**src/rtl/pixel_arb_pkg.sv**
```systemverilog
// Shared types and helpers for the pixel-request arbiter: FSM states,
// default timeout payload and the round-robin winner search.
package pixel_arb_pkg;

  typedef enum logic {
    IDLE = 1'b0,
    WAIT = 1'b1
  } state_e;

  localparam int unsigned MAX_REQ   = 16;
  localparam int unsigned MAX_IDX_W = 4;
  localparam logic [31:0] TIMEOUT_DATA_DEFAULT = 32'hDEAD_BEEF;

  // First set bit of pending searching ptr, ptr+1, ... modulo n; returns ptr when none set.
  function automatic logic [MAX_IDX_W-1:0] rr_pick(input logic [MAX_REQ-1:0]   pending,
                                                   input logic [MAX_IDX_W-1:0] ptr,
                                                   input int unsigned          n);
    logic [MAX_IDX_W-1:0] idx;
    logic                 found;
    rr_pick = ptr;
    found   = 1'b0;
    for (int unsigned k = 0; k < MAX_REQ; k++) begin
      idx = MAX_IDX_W'(({28'd0, ptr} + k) % n);
      if (!found && (k < n) && pending[idx]) begin
        rr_pick = idx;
        found   = 1'b1;
      end
    end
  endfunction

endpackage

```
**src/rtl/rr_arbiter.sv**
```systemverilog
// Round-robin picker: combinational winner over a request vector plus a
// registered pointer that moves past the winner whenever a grant is taken.
module rr_arbiter
  import pixel_arb_pkg::*;
#(
  parameter  int unsigned NUM_REQ = 4,
  localparam int unsigned IDX_W   = $clog2(NUM_REQ)
) (
  input  logic               clk,
  input  logic               res,
  input  logic [NUM_REQ-1:0] pending_i,
  input  logic               advance_i,
  output logic [IDX_W-1:0]   winner_c_o
);

  logic [IDX_W-1:0] ptr_q;

  assign winner_c_o = IDX_W'(rr_pick(MAX_REQ'(pending_i), MAX_IDX_W'(ptr_q), NUM_REQ));

  always_ff @(posedge clk) begin
    if (res) begin
      ptr_q <= '0;
    end else if (advance_i) begin
      ptr_q <= (winner_c_o == IDX_W'(NUM_REQ - 1)) ? '0 : winner_c_o + IDX_W'(1);
    end
  end

endmodule

```
**src/rtl/pixel_req_arbiter.sv**
```systemverilog
// Shares one pixel-fetch port between NUM_REQ requesters: captures request
// pulses, grants round-robin with one access in flight, routes the reply back.
module pixel_req_arbiter
  import pixel_arb_pkg::*;
#(
  parameter int unsigned           NUM_REQ      = 4,
  parameter int unsigned           ADDR_WIDTH   = 32,
  parameter int unsigned           DATA_WIDTH   = 32,
  parameter int unsigned           TIMEOUT      = 1023,
  parameter logic [DATA_WIDTH-1:0] TIMEOUT_DATA = DATA_WIDTH'(TIMEOUT_DATA_DEFAULT)
) (
  input  logic                          clk,
  input  logic                          res,
  input  logic [NUM_REQ-1:0]            req_pixel,
  input  logic [NUM_REQ*ADDR_WIDTH-1:0] req_addr,
  output logic [DATA_WIDTH-1:0]         rsp_pixel,
  output logic [NUM_REQ-1:0]            rsp_avail,
  output logic [ADDR_WIDTH-1:0]         mem_addr,
  output logic                          mem_req,
  input  logic [DATA_WIDTH-1:0]         mem_pixel,
  input  logic                          mem_avail,
  input  logic                          clear_err,
  output logic                          busy,
  output logic                          err_timeout,
  output logic                          err_overflow
);

  localparam int unsigned IDX_W = $clog2(NUM_REQ);
  localparam int unsigned CNT_W = $clog2(TIMEOUT + 1);
  localparam logic [NUM_REQ-1:0] ONE_HOT0 = NUM_REQ'(1);

  state_e                  state_q;
  logic [NUM_REQ-1:0]      pending_q, pending_d;
  logic [ADDR_WIDTH-1:0]   addr_q [NUM_REQ];
  logic [IDX_W-1:0]        grant_q;
  logic [CNT_W-1:0]        cnt_q;
  logic                    mem_req_q;
  logic [ADDR_WIDTH-1:0]   mem_addr_q;
  logic [DATA_WIDTH-1:0]   rsp_pixel_q;
  logic [NUM_REQ-1:0]      rsp_avail_q;
  logic                    err_timeout_q, err_overflow_q;

  logic [IDX_W-1:0]        winner_c;
  logic                    grant_c, rsp_fire_c, expire_c, overflow_c;

  rr_arbiter #(.NUM_REQ(NUM_REQ)) u_rr (
    .clk        (clk),
    .res        (res),
    .pending_i  (pending_q),
    .advance_i  (grant_c),
    .winner_c_o (winner_c)
  );

  assign grant_c    = (state_q == IDLE) && (|pending_q);
  // The first WAIT cycle is the mem_req cycle; the source may not answer in it.
  assign rsp_fire_c = (state_q == WAIT) && !mem_req_q && mem_avail;
  assign expire_c   = (state_q == WAIT) && !rsp_fire_c && (cnt_q == CNT_W'(TIMEOUT - 1));
  assign overflow_c = |(req_pixel & pending_q);

  // A granted requester's pending bit was set, so its same-cycle pulse is already an overflow.
  always_comb begin
    pending_d = pending_q | req_pixel;
    if (grant_c) begin
      pending_d[winner_c] = 1'b0;
    end
  end

  always_ff @(posedge clk) begin
    if (res) begin
      state_q        <= IDLE;
      pending_q      <= '0;
      grant_q        <= '0;
      cnt_q          <= '0;
      mem_req_q      <= 1'b0;
      mem_addr_q     <= '0;
      rsp_pixel_q    <= '0;
      rsp_avail_q    <= '0;
      err_timeout_q  <= 1'b0;
      err_overflow_q <= 1'b0;
      for (int i = 0; i < NUM_REQ; i++) begin
        addr_q[i] <= '0;
      end
    end else begin
      pending_q      <= pending_d;
      mem_req_q      <= 1'b0;
      rsp_avail_q    <= '0;
      err_overflow_q <= overflow_c | (err_overflow_q & ~clear_err);
      err_timeout_q  <= expire_c   | (err_timeout_q  & ~clear_err);
      for (int i = 0; i < NUM_REQ; i++) begin
        if (req_pixel[i] && !pending_q[i]) begin
          addr_q[i] <= req_addr[i*ADDR_WIDTH +: ADDR_WIDTH];
        end
      end
      case (state_q)
        IDLE: begin
          if (grant_c) begin
            grant_q    <= winner_c;
            mem_addr_q <= addr_q[winner_c];
            mem_req_q  <= 1'b1;
            cnt_q      <= '0;
            state_q    <= WAIT;
          end
        end
        WAIT: begin
          cnt_q <= cnt_q + CNT_W'(1);
          if (rsp_fire_c) begin
            rsp_pixel_q <= mem_pixel;
            rsp_avail_q <= ONE_HOT0 << grant_q;
            state_q     <= IDLE;
          end else if (expire_c) begin
            rsp_pixel_q <= TIMEOUT_DATA;
            rsp_avail_q <= ONE_HOT0 << grant_q;
            state_q     <= IDLE;
          end
        end
        default: state_q <= IDLE;
      endcase
    end
  end

  assign rsp_pixel    = rsp_pixel_q;
  assign rsp_avail    = rsp_avail_q;
  assign mem_addr     = mem_addr_q;
  assign mem_req      = mem_req_q;
  assign busy         = (state_q == WAIT);
  assign err_timeout  = err_timeout_q;
  assign err_overflow = err_overflow_q;

endmodule

```
**config.mk**
```make
export PLATFORM = sky130hd
export DESIGN_NAME = pixel_req_arbiter
export DESIGN_NICKNAME = d
export VERILOG_FILES = /design/src/rtl/pixel_arb_pkg.sv /design/src/rtl/rr_arbiter.sv /design/src/rtl/pixel_req_arbiter.sv
export SDC_FILE = /design/constraint.sdc
export NUM_CORES = 1
export LEC_CHECK = 0
export BUFFER_PORTS_ARGS = -buffer_cell sky130_fd_sc_hd__buf_4
export CAP_MARGIN = 20
export CELL_PAD_IN_SITES_DETAIL_PLACEMENT = 0
export CELL_PAD_IN_SITES_GLOBAL_PLACEMENT = 1
export CORE_AREA = 2 2 142 144
export CTS_BUF_LIST = sky130_fd_sc_hd__clkbuf_4 sky130_fd_sc_hd__clkbuf_8
export DETAILED_ROUTE_END_ITERATION = 16
export DIE_AREA = 0 0 144 146
export GPL_TIMING_DRIVEN = 0
export PLACE_DENSITY_LB_ADDON = 0.1
export SYNTH_ARGS = -nofsm -noshare
export SYNTH_HDL_FRONTEND = slang
export SYNTH_SLANG_ARGS = --single-unit
```
**constraint.sdc**
```tcl
create_clock -name clk -period 5.2 [get_ports clk]
set_input_delay 0 -clock clk [delete_from_list [all_inputs] [get_ports clk]]
set_output_delay 0 -clock clk [all_outputs]
set_load 0.005 [all_outputs]
```
==> reports/metrics.cfg <==
[place]
io_buffers=238
dpl.hpwl_um=16400
dp.cells=1234
place_congestion=0.750

[synth]
yosysWarningCount=0
synth_ff_type=edfxtp_1
synthTopCellsByCount=and2_1, edfxtp_1, dfxtp_1, nor2_1, mux2i_1
synthArstFlopShare=0
synth_top_area_frac=0.437
seq_area_frac_synth=0.641
synth_area_leader_cell=edfxtp_1
yosysMostFrequentCell=and2_1
synth.area.top_cells=edfxtp_1, dfxtp_1, and2_1
ys_seq_elements=218
syn-num-nets=899
synth_area_um2=8800
synth_edf_count=128
yosys.cell_types.count=39
synthCells=727
avgSynthCellArea_um2=12.1

[sta]
tns_ns=0
final-setup-viol-count=0
fmax_mhz=397
worstMarginPinSlew_ns=0.620
drv_slew=0
rsz0062_at_grt=no
maxSlewHeadroom=0.582
final_hold_viol_count=0
period_share=0.484
timing.final.crit_period_ns=2.52
skew_ns=0.0207

[die]
core_um2=19300
die_y_um=146
dieWidth_um=144
num_rows=51
initial_utilization=0.455
pin_count=240
die_area_um2=21000

[route]
drc_errors=0
wl_per_cell_um=17.5
dr.pass1.iters=6
drt_iter0_markers=460
num_vias=7226
ant_nets=0
totalWireLength_um=25800
via_per_inst=4.91

[setup_path]
worst_path_dominant_cell_family=simple AND/OR/NAND/NOR gates
start_kind=register
worstPathRequired_ns=5.59
cp_max_fo=10
cp_num_buf_inv=3
slowest_stage=clkbuf_1
path_cells=buf_4, nor4_1, or2_0, clkbuf_1, nor2_1, nand2_1, clkbuf_1, o221ai_1
cp_common_cell=clkbuf_1
worstPathArrival_ns=2.90
path_class=register to register
end_kind=register
max_stage_delay_ns=0.52

[clocking]
clk_path_buf_depth=3
cts_sinks=218
clk_latency_ns=0.55
cts_tree=done
path_clk_slew_ns=0.06
clock-root-buffer=clkbuf_8
post_cts_buffers=0
cts_made_buffers=39
cts-htree-levels=2

[flow_run]
drv_cap=0

[power]
vdd_drop_max_mv=0.229
power.density_nw_per_um2=395
p_leak_nw=5.71

[worst_hold_path]
hold_path.class=input port to register

[layout]
fillers=1425
final_cells=1473
drive_above_1_share=0.276
fin_nets=1350
area_growth_pct=54.2
multi_input_area_um2=2930
seqCellArea_um2=5650

[grt]
grt.total_usage=0.247
grt_pass1_wl_um=39700
grt_pass1_vias=7413
grt_max_degree=23
antenna_found_initial=1
grt_overflow=0

[status]
status=complete, no violations

-- cell usage in the layout (no fill, tap or decap), types with 5 or more instances in the layout --
cell and n:
o221ai_1 32, clkinv_2 5, dlygate4sd3_1 168, buf_4 240
a22oi_1 9, nand3_1 8, a21oi_1 10, inv_1 8
a211oi_1 5, buf_2 10, edfxtp_1 128, clkbuf_4 7
and2_1 130, clkbuf_1 30, nor3_1 30, nand2_1 41
clkbuf_8 51, nand2b_1 6, dfxtp_1 90, mux2i_1 66
nor2_1 78
-- per-stage QoR --
stage	util	hold WS [ns]	power [W]	worst slack [ns]	area (µm²)
CTS	0.702	0.0822	0.00541	2.68	13600
floorplan	-	0.162	0.00298	3.33	8800
global route	0.702	0.139	0.00562	2.45	13600
global placement	0.565	0.249	0.00353	2.62	10900
finish	0.702	0.0939	0.00537	2.68	13600
detailed placement	0.570	0.256	0.00356	2.70	11000
-- kinds of logic (layout without fill, tap and decap cells) --
kind of cell / after synthesis / count (layout) / share of synthesized area
compound gates: 68 / 68 / 0.0624
fa+ha+maj: 4 / 4 / 0.00569
buf+inv: 53 / 533 / 0.0274
flops: 218 / 218 / 0.641
mux: 66 / 66 / 0.0751
other cells: 0 / 1 / 0
simple gates: 318 / 318 / 0.188
-- what timing repair did --
action | 4_1_cts | 5_1_grt
hold buffers | 168 | 0
hold endpoints to repair | 171 | 0
endpoints found under the setup margin | 0 | 0
gates resized for setup | 0 | 0
-- final cells by class --
type | count | area share
Inverter | 8 | 0.00221
Timing Repair Buffer | 410 | 0.262
Clock buffer | 58 | 0.0556
Multi-Input combinational cell | 456 | 0.215
Tap cell | 265 | 0.0244
Sequential cell | 218 | 0.416
Antenna cell | 1 | 0.000184
Clock inverter | 12 | 0.00829
Buffer | 45 | 0.0156
-- routing by layer --
layer  share of wire  track usage  vias to the layer above  routed length (µm)
li1                -            -                     3492                   -
met5               0            0                        -                   0
met3           0.066       0.0546                       50                1710
met2            0.48        0.413                      266               12500
met4           0.024       0.0868                        0                 609
met1            0.43        0.316                     3418               11000
-- where the power goes --
part           leakage [nW]  switching [W]  total [W]  internal [W]
sequential             2.12       0.000121    0.00222       0.00210
clock                 0.456       0.000714    0.00174       0.00103
combinational          3.14       0.000712    0.00140      0.000691
total                  5.71        0.00155    0.00537       0.00382
-- path summary, 6_finish.rpt --
check | start | to | slack (ns) | cells after the start
min reg2reg | grant_q[1] | rsp_avail[1] | 0.45 | 1
max | pending_q[3] | mem_addr[9] | 2.68 | 8
max reg2reg | pending_q[3] | mem_addr[9] | 2.68 | 8
min | mem_avail | rsp_pixel[0] | 0.09 | 4
-- sequential cells by signal, summed over array words and instances (netlist names) --
name,flops
rsp_pixel,32
pending_q,4
err_timeout,1
busy,1
cnt_q,10
grant_q,2
u_rr.ptr_q,2
mem_addr,32
addr_q,128
mem_req,1
err_overflow,1
rsp_avail,4
-- worst register-to-register path, delay by kind of cell (launching register included) --
kind / cells / cell delay [ns]
AOI/OAI and AO/OA: 1 / 0.20
buffers and inverters: 3 / 0.93
DFF: 1 / 0.29
and+or+nand+nor: 4 / 0.97
Note: power is estimated with default switching activity, not from simulation.
